==> config.mk <==
export PLATFORM = sky130hd
export DESIGN_NAME = reg_ce_feeder
export DESIGN_NICKNAME = d
export VERILOG_FILES = /design/src/rtl/reg_ce_feeder.sv
export SDC_FILE = /design/constraint.sdc
export NUM_CORES = 1
export LEC_CHECK = 0
export CORE_AREA = 2 2 95 97
export CTS_BUF_LIST = sky130_fd_sc_hd__clkbuf_4 sky130_fd_sc_hd__clkbuf_8
export CTS_CLUSTER_DIAMETER = 80
export DETAILED_ROUTE_END_ITERATION = 7
export DIE_AREA = 0 0 97 99
export GPL_TIMING_DRIVEN = 0
export HOLD_SLACK_MARGIN = 0.08
export PLACE_DENSITY = 0.64
export SLEW_MARGIN = 20
export SYNTH_ARGS = -nofsm -noshare
export SYNTH_HDL_FRONTEND = slang
export SYNTH_SLANG_ARGS = --single-unit
==> constraint.sdc <==
create_clock -name CLK -period 4.7 [get_ports CLK]
set_clock_uncertainty 0.1 [all_clocks]
set_input_delay 0.94 -clock CLK [delete_from_list [all_inputs] [get_ports CLK]]
set_output_delay 0.94 -clock CLK [all_outputs]
set_load 0.005 [all_outputs]
==> src/rtl/reg_ce_feeder.sv <==
// ---------------------------------------------------------------------------
// reg_ce_feeder
//
// Purpose:
//   Buffers upstream words in a small FIFO and feeds them to a downstream
//   clock-enabled register. Each issued word shows up on Out0 together with a
//   one-cycle CE pulse. A down-timer keeps consecutive CE pulses at least
//   PERIOD clock edges apart.
//
// Parameters:
//   WIDTH   data width of In0/Out0
//   DEPTH   FIFO entries (power of two, >= 2)
//   PERIOD  minimum clock edges between CE pulses (>= 1)
//
// Ports:
//   CLK         in   single clock, rising edge
//   ASYNCRESET  in   asynchronous active-high reset
//   In0         in   upstream data word
//   InValid     in   In0 holds a valid word
//   InReady     out  word is accepted this cycle (FIFO not full, not in reset)
//   Out0        out  registered data for the downstream register
//   CE          out  registered one-cycle load pulse for the downstream register
//   IssueCount  out  16-bit saturating count of issued words
//                    (present only when REG_CE_FEEDER_COUNT_EN is defined)
//
// Configuration macro:
//   REG_CE_FEEDER_COUNT_EN  adds the IssueCount output and its counter.
// ---------------------------------------------------------------------------
module reg_ce_feeder #(
  parameter int WIDTH  = 16,
  parameter int DEPTH  = 4,
  parameter int PERIOD = 4
) (
  input  logic             CLK,
  input  logic             ASYNCRESET,
  input  logic [WIDTH-1:0] In0,
  input  logic             InValid,
  output logic             InReady,
  output logic [WIDTH-1:0] Out0,
  output logic             CE
`ifdef REG_CE_FEEDER_COUNT_EN
  ,
  output logic [15:0]      IssueCount
`endif
);

  // Pointer, occupancy and timer widths. Occupancy needs one extra bit so
  // that "full" (== DEPTH) is distinguishable from "empty".
  localparam int PW = (DEPTH > 1) ? $clog2(DEPTH) : 1;
  localparam int CW = PW + 1;
  localparam int TW = (PERIOD > 1) ? $clog2(PERIOD) : 1;

  localparam logic [CW-1:0] FULL_COUNT   = CW'(DEPTH);
  localparam logic [TW-1:0] TIMER_RELOAD = TW'(PERIOD - 1);

  // FIFO storage and control state
  logic [WIDTH-1:0] r_mem [DEPTH];
  logic [PW-1:0]    r_wr_ptr;
  logic [PW-1:0]    r_rd_ptr;
  logic [CW-1:0]    r_count;
  logic [TW-1:0]    r_timer;
  logic [WIDTH-1:0] r_out;
  logic             r_ce;

  logic             w_push;
  logic             w_pop;
  logic [WIDTH-1:0] w_head;

  // Ready looks only at the stored occupancy, never at a same-cycle pop, so
  // there is no combinational path from the issue logic to the upstream side.
  // Reset forces it low immediately, without waiting for a clock edge.
  assign InReady = !ASYNCRESET && (r_count < FULL_COUNT);

  assign w_push  = InValid && InReady;

  // Issue is decided from pre-edge occupancy, so a word written at one edge
  // can be issued at the very next edge but never at the same one.
  assign w_pop   = (r_count != '0) && (r_timer == '0);

  assign w_head  = r_mem[r_rd_ptr];

  // ---- Stage: FIFO write (data storage, not reset) ----
  always_ff @(posedge CLK) begin
    if (w_push) begin
      r_mem[r_wr_ptr] <= In0;
    end
  end

  // ---- Stage: FIFO pointers and occupancy ----
  // DEPTH is a power of two, so the pointers wrap by natural overflow.
  always_ff @(posedge CLK or posedge ASYNCRESET) begin
    if (ASYNCRESET) begin
      r_wr_ptr <= '0;
      r_rd_ptr <= '0;
      r_count  <= '0;
    end else begin
      if (w_push) begin
        r_wr_ptr <= r_wr_ptr + 1'b1;
      end
      if (w_pop) begin
        r_rd_ptr <= r_rd_ptr + 1'b1;
      end
      // Simultaneous push and pop leave occupancy unchanged.
      case ({w_push, w_pop})
        2'b10:   r_count <= r_count + 1'b1;
        2'b01:   r_count <= r_count - 1'b1;
        default: r_count <= r_count;
      endcase
    end
  end

  // ---- Stage: issue timer and output register ----
  // The timer is reloaded with PERIOD-1 on issue and counts down to zero,
  // which spaces CE pulses exactly PERIOD edges apart under back-pressure.
  // With PERIOD=1 the reload value is zero and CE may stay high each cycle.
  always_ff @(posedge CLK or posedge ASYNCRESET) begin
    if (ASYNCRESET) begin
      r_timer <= '0;
      r_ce    <= 1'b0;
      r_out   <= '0;
    end else begin
      if (w_pop) begin
        r_ce    <= 1'b1;
        r_out   <= w_head;
        r_timer <= TIMER_RELOAD;
      end else begin
        r_ce    <= 1'b0;
        if (r_timer != '0) begin
          r_timer <= r_timer - 1'b1;
        end
      end
    end
  end

  assign CE   = r_ce;
  assign Out0 = r_out;

`ifdef REG_CE_FEEDER_COUNT_EN
  // ---- Stage: saturating issue counter ----
  logic [15:0] r_issue_cnt;

  always_ff @(posedge CLK or posedge ASYNCRESET) begin
    if (ASYNCRESET) begin
      r_issue_cnt <= '0;
    end else if (w_pop && (r_issue_cnt != 16'hFFFF)) begin
      r_issue_cnt <= r_issue_cnt + 16'd1;
    end
  end

  assign IssueCount = r_issue_cnt;
`endif

endmodule

Yosys cells after proc, flatten, opt, wreduce, memory -nomap -nowiden

Memory sizes are Yosys's and may differ from the RTL's. A register that Yosys moved wholly into a read port is not among the register bits.
Cells that the tools add are included.

Magnitude comparators: 1
Equal/unequal tests: 2
Add/sub/neg operators: 5
Multiplexer cells: 6
Reductions and logical operators: 9

Operators by type and width:

| operator                                                           | count |
|---|---|
| 3-bit one-hot mux with 2 select lines                              | 1 |
| 2-bit nonzero test                                                 | 3 |
| 2-bit by 1-bit adder with 2-bit output, second input constant      | 2 |
| 2-bit 2-to-1 mux                                                   | 2 |
| 3-bit by 1-bit adder with 3-bit output, second input constant      | 1 |
| 1-bit logical AND                                                  | 3 |
| 3-bit < comparator, second input constant                          | 1 |
| 1-bit 2-to-1 mux                                                   | 3 |
| 3-bit nonzero test                                                 | 1 |
| 3-bit by 1-bit subtractor with 3-bit output, second input constant | 1 |
| 2-bit by 1-bit == test with 1-bit output, second input constant    | 1 |
| 2-bit == test, second input constant                               | 1 |
| 2-bit zero test                                                    | 1 |
| 2-bit by 1-bit subtractor with 2-bit output, second input constant | 1 |
| 1-bit zero test                                                    | 1 |

Word-level logic and storage cells: 29
Input port bits: 19
Memories: 1
Register bits: 10
Bits in writable memories: 64
Output and inout bits: 18

Memory list:

| memory | depth | bits a word | rd ports | clocked after memory_dff | wr ports | line | source |
|---|---|---|---|---|---|---|---|
| r_mem  | 4     | 16          | 1        | 1                        | 1        | 57   | `logic [WIDTH-1:0] r_mem [DEPTH];` |

Longest topological paths before layout

Gate-level depths: netlist of run 1.

Depth in word-level cells: 5
Mapped depth: 10

Worst setup path after synthesis of run 1

Ideal clock, no wire load.

Path type: input to register
Start point: input port ASYNCRESET
End point: register r_count[2]
Setup slack: 2150 ps
Stages: 8
Library setup time: 127 ps
Buffers on the path: 0
Data arrival time: 2323 ps
Cells stage by stage: nor2_1 -> and2_1 -> inv_1 -> ha_1 -> fa_1 -> xnor2_1 -> nor2_1 -> xor2_1

Cells in the longest elaborated chain, start to end: 5
Elaborated cells between the ends (all ways): 7

RTL lines:

| item                                                                               | line | source |
|---|---|---|
| start: declaration                                                                 | 35   | `input logic ASYNCRESET,` |
| 1-bit zero test (no source line) *                                                 | --   |  |
| 1-bit logical AND *                                                                | 72   | `assign InReady = !ASYNCRESET && (r_count < FULL_COUNT);` |
| 1-bit logical AND *                                                                | 74   | `assign w_push = InValid && InReady;` |
| 2-bit by 1-bit == test with 1-bit output / 2-bit == test (equally long branches)   | 104  | `case ({w_push, w_pop})` |
| 3-bit one-hot mux with 2 select lines / 2-bit nonzero test (equally long branches) | --   |  |
| end signal: assignment                                                             | 105  | `2'b10: r_count <= r_count + 1'b1;` |
| end signal: assignment                                                             | 106  | `2'b01: r_count <= r_count - 1'b1;` |
| end signal: assignment                                                             | 107  | `default: r_count <= r_count;` |
| end: declaration                                                                   | 60   | `logic [CW-1:0] r_count;` |

Mark *: on every way between the ends. The rest lies on a longest branch, timed or not.
A chain may end at the register's enable or synchronous reset.

Worst setup path after layout of run 1

Start point: input port ASYNCRESET
End point: output port InReady

Cells in the longest elaborated chain, start to end: 2

RTL lines:

| item                             | line | source |
|---|---|---|
| 1-bit zero test (no source line) | --   |  |
| 1-bit logical AND                | 72   |  |
| end: declaration                 | 38   | `output logic InReady,` |

Every way passes these cells.

==> results of run 1 <==
[layout make-up]
class                   count  area (um^2)  area share [%]
repair buffers             36          360            8.54
multi-input cells          92          835            19.8
clock inverters             4         76.3            1.81
plain buffers               6         60.1            1.42
clock buffers              12          153            3.62
well taps                 108          135            3.20
inverters                   7         28.8           0.682
flip-flops and latches     90         2570            61.0
[worst paths after layout]
kind | cells after the start | slack [ns] | end
setup / recovery | 3 | 1.46 | InReady
hold / removal | 2 | 0.38 | Out0[11]
setup reg to reg | 8 | 2.18 | r_count[2]
hold reg to reg | 2 | 0.38 | Out0[11]
max in group asynchronous | 2 | 3.22 | Out0[5]
min in group asynchronous | 2 | 0.90 | Out0[10]
[layout by cell type (no fill, tap or decap), types with 2 or more instances in the layout]
cell	instances
sky130_fd_sc_hd__mux2_2	3
sky130_fd_sc_hd__buf_2	2
sky130_fd_sc_hd__bufinv_16	2
sky130_fd_sc_hd__and3_1	4
sky130_fd_sc_hd__clkdlybuf4s50_1	36
sky130_fd_sc_hd__clkbuf_8	10
sky130_fd_sc_hd__inv_1	5
sky130_fd_sc_hd__ha_1	6
sky130_fd_sc_hd__nand2_1	50
sky130_fd_sc_hd__clkbuf_4	2
sky130_fd_sc_hd__mux4_1	8
sky130_fd_sc_hd__xnor2_1	5
sky130_fd_sc_hd__edfxtp_1	64
sky130_fd_sc_hd__dfrtp_1	26
sky130_fd_sc_hd__nor2_1	2
sky130_fd_sc_hd__mux4_2	8
sky130_fd_sc_hd__buf_6	2
[power by group]
| group | internal, mW | switching (mW) |
|---|---|---|
| registers | 1.01 | 0.0852 |
| logic | 0.431 | 0.359 |
| clock network | 0.327 | 0.253 |
[registers in the layout, indices dropped and copies added, names as in the netlist]
register  cells
CE            1
Out0         16
r_count       3
r_mem        64
r_rd_ptr      2
r_timer       2
r_wr_ptr      2
[worst min-delay path: stages (launching register included)]
cell and delay [ns]:
sky130_fd_sc_hd__dfrtp_1 0.35, sky130_fd_sc_hd__nand2_1 0.05, sky130_fd_sc_hd__nand2_1 0.05
[per-layer routing]
layer	GRT usage, %	up-vias	wire length (um)
met5	0	-	0
met4	5.53	0	99
met3	3.76	7	179
met2	22.3	28	2890
met1	15.5	865	2520
li1	-	811	-
[cells by family (layout without fill, tap and decap cells)]
kind of cell	after synthesis	in the layout	share of synthesized area, %
compound gates	1	1	0.608
xor+xnor	6	6	1.50
fa+ha+maj	7	7	2.72
buf+inv	13	65	2.54
flops	90	90	73.6
mux	20	20	12.4
simple gates	58	58	6.62
[through the flow]
step           power [mW]  hold slack, ns  instance area, um^2  worst slack, ns
2_1_floorplan        1.63           0.368                 3500             2.15
3_3_place_gp         1.91           0.360                 3990             1.49
3_5_place_dp         1.93           0.363                 3990             1.48
4_1_cts              2.51           0.385                 4220             1.48
5_1_grt              2.63           0.404                 4220             1.34
6_report             2.47           0.377                 4220             1.46
[cells in the mapped netlist (all sizes together)]
| cell type | n | area, um^2 |
|---|---|---|
| buf | 6 | 60.1 |
| fa | 1 | 20.0 |
| and2 | 1 | 6.26 |
| mux2 | 3 | 33.8 |
| mux4 | 16 | 390 |
| inv | 7 | 28.8 |
| mux2i | 1 | 10.0 |
| edfxtp | 64 | 1920 |
| nand2 | 50 | 188 |
| xnor2 | 5 | 43.8 |
| nor3 | 1 | 5.00 |
| dfrtp | 26 | 651 |
| and3 | 4 | 25.0 |
| xor2 | 1 | 8.76 |
| ha | 6 | 75.1 |
| o31ai | 1 | 21.3 |
| nor2 | 2 | 7.51 |
==> summary.md, run 1 <==
### Run status
• **run status** finished, final reports clean

### Global route
• **total routing usage reported by global routing** 13.0%
• **GRT Residual Overflow** 0
• **initial antenna violation count** 0
• **first-pass GRT wire length** 9.25 mm
• **via count of the first global-routing pass** 1787
• **pin count of the biggest net entering global routing** 27

### Clock tree
• **TritonCTS clock tree** built
• **count of H-tree levels built during CTS** 3
• **post-CTS repair timing setup buffer count** 0
• **clock slew seen by the registers of the worst setup and hold paths** 0.08 ns
• **number of clock buffers inserted by TritonCTS** 9
• **number of buffers inserted for hold repair after clock tree synthesis** 0
• **number of gates given a new drive strength after cts** 0
• **maximum count of clock buffers along a single path** 2
• **Clock Tree Root** sky130_fd_sc_hd__clkbuf_8
• **clock latency at the later pin of the worst-skew pair** 0.35 ns
• **TritonCTS sink count** 90

### Layout
• **number of filler cells placed in the layout** 708
• **fraction of final layout cells with drive strength greater than 1** 14.6%
• **number of diodes added for antenna fixing** 0
• **non-filler cells in the finished layout** 355
• **nets@finish** 268
• **layout-stage area growth over the synthesis result** 20.7%
• **post-route core utilization** 49.4%

### Worst setup path
• **arrival time of data at the critical path endpoint** 2.20 ns
• **critical path launch point** ASYNCRESET
• **cell family with the largest share of critical-path delay** buffers and inverters
• **chain of cells forming the critical path** clkdlybuf4s50_1, nor2_1, clkdlybuf4s50_1
• **longest individual stage delay on the worst path** 0.57 ns
• **Setup CP Type** in2out
• **CP Data Required Time** 3.66 ns
• **Buf/Inv on CP** 2
• **most common cell type on the critical path** sky130_fd_sc_hd__clkdlybuf4s50_1
• **highest-delay cell along the critical path** sky130_fd_sc_hd__clkdlybuf4s50_1
• **reg-to-reg critical path startpoint** r_count[0]
• **kind of end point of the critical path** output pin
• **CP Max Fanout** 6
• **startpoint types** primary input

### Timing
• **final sum of negative setup slack** 0 ns
• **highest clock frequency the design can meet** 308 MHz
• **final critical path time including I/O delays and setup** 3.24 ns
• **Worst Tran Pin Value** 0.917 ns
• **Relative slew margins** 38.9%
• **number of slew-limit violations in the final report** 0
• **final hold violations** 0
• **Final setup violation count** 0
• **post-route fraction of the period consumed by the critical path** 69.0%
• **unrepaired setup endpoints after global routing** no

### Place
• **placed wire-length estimate** 3.56 mm
• **quantity of I/O buffers inserted on ports** 36
• **number of placed instances with taps included** 339
• **routability congestion estimate from global placement** 0.690

### Floorplanning
• **full die area** 0.00960 mm^2
• **Die X** 97 um
• **number of placement rows** 34
• **number of ports placed on the die boundary** 37
• **standard cell core area** 0.00855 mm^2
• **initial standard-cell utilization of the core** 40.9%
• **floorplan die height** 99 um

### Job
• **number of max-cap violations** 0

### Yosys
• **mapped cell area** 0.00350 mm^2
• **average instance area after synthesis** 17.9 um^2
• **post-synthesis cell type count** 22
• **portion of the post-synthesis area used by sequential elements** 73.6%
• **FF+latch count, synth** 90
• **Mapped Cells** 195
• **net count after synthesis** 221
• **Ys Warns** 0

### Route
• **length of the first detailed-routing pass in iterations** 4
• **total detailed-routing wirelength** 5.69 mm
• **post-detailed-route count of antenna-violating nets** 0
• **DRC errors left** 0
• **via/cell ratio** 4.82
• **Detailed Route Iter0 Violations** 94
• **Routed wire per std cell** 16.0 um
• **vias after detailed routing** 1711

### Power
• **total power per unit cell area** 585 mW/mm^2
• **Lkg Pwr** 1.61 nW
• **maximum resistive drop on vdd** 227 uV

### Worst hold path
• **startpoint of the most critical hold path** Out0[11]
• **Min-Delay Path Class** reg2reg

No activity file was read; power rests on OpenSTA's default activity.
==> run 2: changes to the inputs <==
==> constraint.sdc (replaced) <==
create_clock -name CLK -period 3.25 [get_ports CLK]
set_clock_uncertainty 0.1 [all_clocks]
set_input_delay 0.65 -clock CLK [delete_from_list [all_inputs] [get_ports CLK]]
set_output_delay 0.65 -clock CLK [all_outputs]
set_load 0.005 [all_outputs]
==> results of run 2 <==
The final DEF is identical to that of run 1. Status: finished, final reports clean.
Main changes from that run: setup slack after placement 1.48 ns -> 0.429 ns; setup slack after layout 1.46 ns -> 0.587 ns; register-to-register setup slack 2.18 ns -> 0.73 ns; total power 2.47 mW -> 3.57 mW; worst IR drop on VDD 227 uV -> 329 uV
==> patch 1, RTL diff (config.mk and constraints of run 2) <==
Add a define of `REG_CE_FEEDER_COUNT_EN`.
--- a/src/rtl/reg_ce_feeder.sv
+++ b/src/rtl/reg_ce_feeder.sv
@@ -26,6 +26,8 @@
 // Configuration macro:
 //   REG_CE_FEEDER_COUNT_EN  adds the IssueCount output and its counter.
 // ---------------------------------------------------------------------------
+`define REG_CE_FEEDER_COUNT_EN
+
 module reg_ce_feeder #(
   parameter int WIDTH  = 16,
   parameter int DEPTH  = 4,
Behaviour (old outputs only; new: IssueCount): unchanged (Yosys induction, for registers that start in step).
==> patch 1 against run 2 <==
Routed wire length increased by 33%; core utilization increased by 10 points; sequential cell count increased by 16; total power increased by 7.0%; first-iteration DRC count increased by 40%; critical path depth increased by 8; synthesized area increased by 22%; register-to-register slack got worse by 230 ps; design area increased by 21%; final cell count increased by 28%; setup slack got worse by 91 ps; non-clock buffer count increased by 17; sequential power increased by 17%; largest power group unchanged.
==> patch 1: results <==
metrics = {
    "grt": {
        "grt_pass1_wl_um": 12600,
        "grtUsageTotal": 0.170,
        "grt_pass1_vias": 2462,
        "grt_max_degree": 34,
    },
    "detailed_routing": {
        "drtIter0Drc": 132,
        "wl_per_cell_um": 16.8,
        "drt_wl_total_um": 7590,
        "viasPerCell": 5.28,
    },
    "cells_and_area": {
        "final_layout_size_suffix_gt1_frac": 0.133,
        "fin_nets": 367,
    },
    "run_status": {
        "outcome": "finished clean",
    },
    "logic_synthesis": {
        "syn_inst": 277,
        "synth.area.top_cells": "edfxtp_1 (45%), dfrtp_1 (25%), mux4_2 (8.5%), nand2_1 (5.2%), ha_1 (2.1%)",
        "async_reset_ff_frac": 0.396,
        "yosys_warnings": 0,
        "ys_seq_area_frac": 0.698,
        "yosys-top-cells-count": "edfxtp_1 (64), nand2_1 (59), dfrtp_1 (42)",
    },
    "worst_setup_path": {
        "path_max_fanout": 14,
        "worstPathArrival_ps": 2940,
        "r2r_start": "r_timer[0]",
        "r2r_slack_ps": 500,
    },
    "worst_hold_path": {
        "worstHoldStart": "Out0[14]",
    },
    "sta": {
        "timing.final.crit_share": 0.847,
        "hold-worst-slack_ps": 384,
    },
    "clock_tree": {
        "path_clk_slew_ps": 100,
        "post_cts_buffers": 0,
    },
    "place": {
        "gp_congestion": 0.746,
        "pre_cts_ws_ps": 174,
        "dpl.cell_count": 438,
        "dpl-instance-area_sq_mm": 0.00493,
        "dp_hpwl_um": 5000,
        "port_buffers": 52,
    },
    "pwr": {
        "power.leakage_nw": 1.97,
        "peakVddDrop_mv": 0.323,
    },
}
[patch 1: where the power goes]
part | internal (W) | switching, W
clock network | 0.000294 | 0.000464
registers | 0.00169 | 0.000173
logic | 0.000640 | 0.000560
[patch 1: logic make-up (layout without fill, tap and decap cells)]
group	Yosys count	in the layout	share of synthesized area
XOR/XNOR	16	16	0.0329
flip-flops	106	106	0.698
buffers and inverters	18	86	0.0168
AO/OA/AOI/OAI	11	11	0.0226
multiplexers	21	21	0.0970
adder cells (fa/ha/maj)	8	8	0.0253
AND/OR/NAND/NOR	97	97	0.107
[patch 1: worst paths after layout]
path	end	depth (start not counted)
max reg2reg	r_count[2]	11
min reg2reg	Out0[14]	2
max	r_count[2]	11
min	Out0[14]	2
max in group asynchronous	IssueCount[9]	3
min in group asynchronous	r_wr_ptr[1]	2
[patch 1: worst max-delay path: stages, from the launching register on]
cell and delay (ps):
dfrtp_1 370, inv_1 70, ha_1 260, o31ai_4 200
inv_2 270, buf_2 320, ha_1 230, inv_1 60
fa_1 370, xor2_1 170, nor2_1 110, xor2_1 150
[patch 1: layout make-up]
class                      instances  area [sq um]
clock buffer                       9           124
buffer                             6          26.3
clock inverter                     7          58.8
tap                              108           135
inverter                          11          41.3
sequential                       106          2970
timing repair buffer              53           541
fill                             677          3440
multi-input combinational        153          1210
[patch 1: layer usage]
metal | track usage | vias up | wire, um
met4 | 0.0683 | 0 | 134
met3 | 0.0262 | 11 | 306
li1 | - | 1141 | -
met5 | 0 | - | 0
met2 | 0.277 | 50 | 3660
met1 | 0.232 | 1189 | 3490
==> patch 2, RTL diff (settings of run 2) <==
Without the edit above. Change the parameter `WIDTH` from 16 to 20.
--- a/src/rtl/reg_ce_feeder.sv
+++ b/src/rtl/reg_ce_feeder.sv
@@ -27,7 +27,7 @@
 //   REG_CE_FEEDER_COUNT_EN  adds the IssueCount output and its counter.
 // ---------------------------------------------------------------------------
 module reg_ce_feeder #(
-  parameter int WIDTH  = 16,
+  parameter int WIDTH  = 20,
   parameter int DEPTH  = 4,
   parameter int PERIOD = 4
 ) (
Interface: changed (resized In0 and Out0); port bits go from 37 to 45. The function was not compared with the original's and may differ.
==> patch 2 against run 2 <==
Setup slack improved by 24 ps; critical path type unchanged; routed wire length is 18% higher; total power rose by 12%; die area did not move; design area grew 17%; core utilization increased by 8.5 points; synthesized cell count increased by 19%; register-to-register slack improved by 160 ps; sequential cell count increased by 20; largest power group unchanged; synthesized area increased by 20%.
==> patch 2: results <==
metrics = {
    "run_status": {
        "outcome": "finished clean",
    },
    "logic_synthesis": {
        "syn_inst": 233,
        "yosysUniqueCellTypes": 19,
        "yosys-top-cells-count": "edfxtp_1 (80), nand2_1 (62), dfrtp_1 (30)",
        "async_reset_ff_frac": 0.273,
        "synth.area.top_cells": "edfxtp_1 (57%), dfrtp_1 (18%), mux4_2 (9.7%), nand2_1 (5.6%), ha_1 (1.8%)",
        "syn-num-nets": 263,
        "muxShareOfSynthArea": 0.120,
        "synth_xor_area_frac": 0.0126,
        "ys_seq_area_frac": 0.754,
    },
    "pwr": {
        "seqPwrFrac": 0.481,
        "finalPower_w": 0.00401,
        "clkPwrFrac": 0.190,
    },
    "detailed_routing": {
        "dr_wl_met2_um": 3440,
        "drt_wl_total_um": 6730,
        "met3_length_um": 169,
        "viasPerCell": 5.07,
        "wl_per_cell_um": 16.8,
        "m1WireLength_um": 3020,
    },
    "place": {
        "dpl-instance-area_sq_mm": 0.00476,
        "gp_congestion": 0.711,
        "port_buffers": 44,
        "dpl.cell_count": 385,
        "dp_hpwl_um": 4170,
    },
    "grt": {
        "grt_pass1_wl_um": 10800,
        "grtUsageTotal": 0.150,
        "met3_usage": 0.0248,
        "grt_use_met2": 0.245,
        "grt_max_degree": 31,
        "met1_usage": 0.201,
    },
    "worst_setup_path": {
        "slowest_delay_ps": 560,
    },
    "cells_and_area": {
        "fin_nets": 318,
        "largest_reg_flops": 80,
        "final_layout_size_suffix_gt1_frac": 0.174,
        "fill_cells": 658,
        "seq_area_sq_mm": 0.00315,
    },
    "sta": {
        "slew_headroom": 0.544,
    },
}
[patch 2: changes by cell type after synthesis]
cell      change
mux4_2       +10
buf_4         -1
dfrtp_1       +4
inv_4         -1
buf_12        -1
buf_2         +4
edfxtp_1     +16
inv_1         +1
nand2_1      +12
mux4_1        -6
[patch 2: cell type report]
class	instances	area share
inverter	7	0.00531
tap	108	0.0273
clock inverter	5	0.00936
sequential	110	0.638
clock buffer	11	0.0281
buffer	8	0.0106
multi-input combinational	108	0.193
timing repair buffer	44	0.0891
[patch 2: final timing paths]
| check | startpoint | endpoint | slack, ps | cells past startpoint |
|---|---|---|---|---|
| setup / recovery | ASYNCRESET | InReady | 610 | 3 |
| hold / removal | Out0[16] | Out0[16] | 380 | 2 |
| setup reg to reg | r_count[0] | r_count[2] | 890 | 8 |
| hold reg to reg | Out0[16] | Out0[16] | 380 | 2 |
| max in group asynchronous | ASYNCRESET | r_count[1] | 1970 | 2 |
| min in group asynchronous | ASYNCRESET | Out0[1] | 630 | 2 |
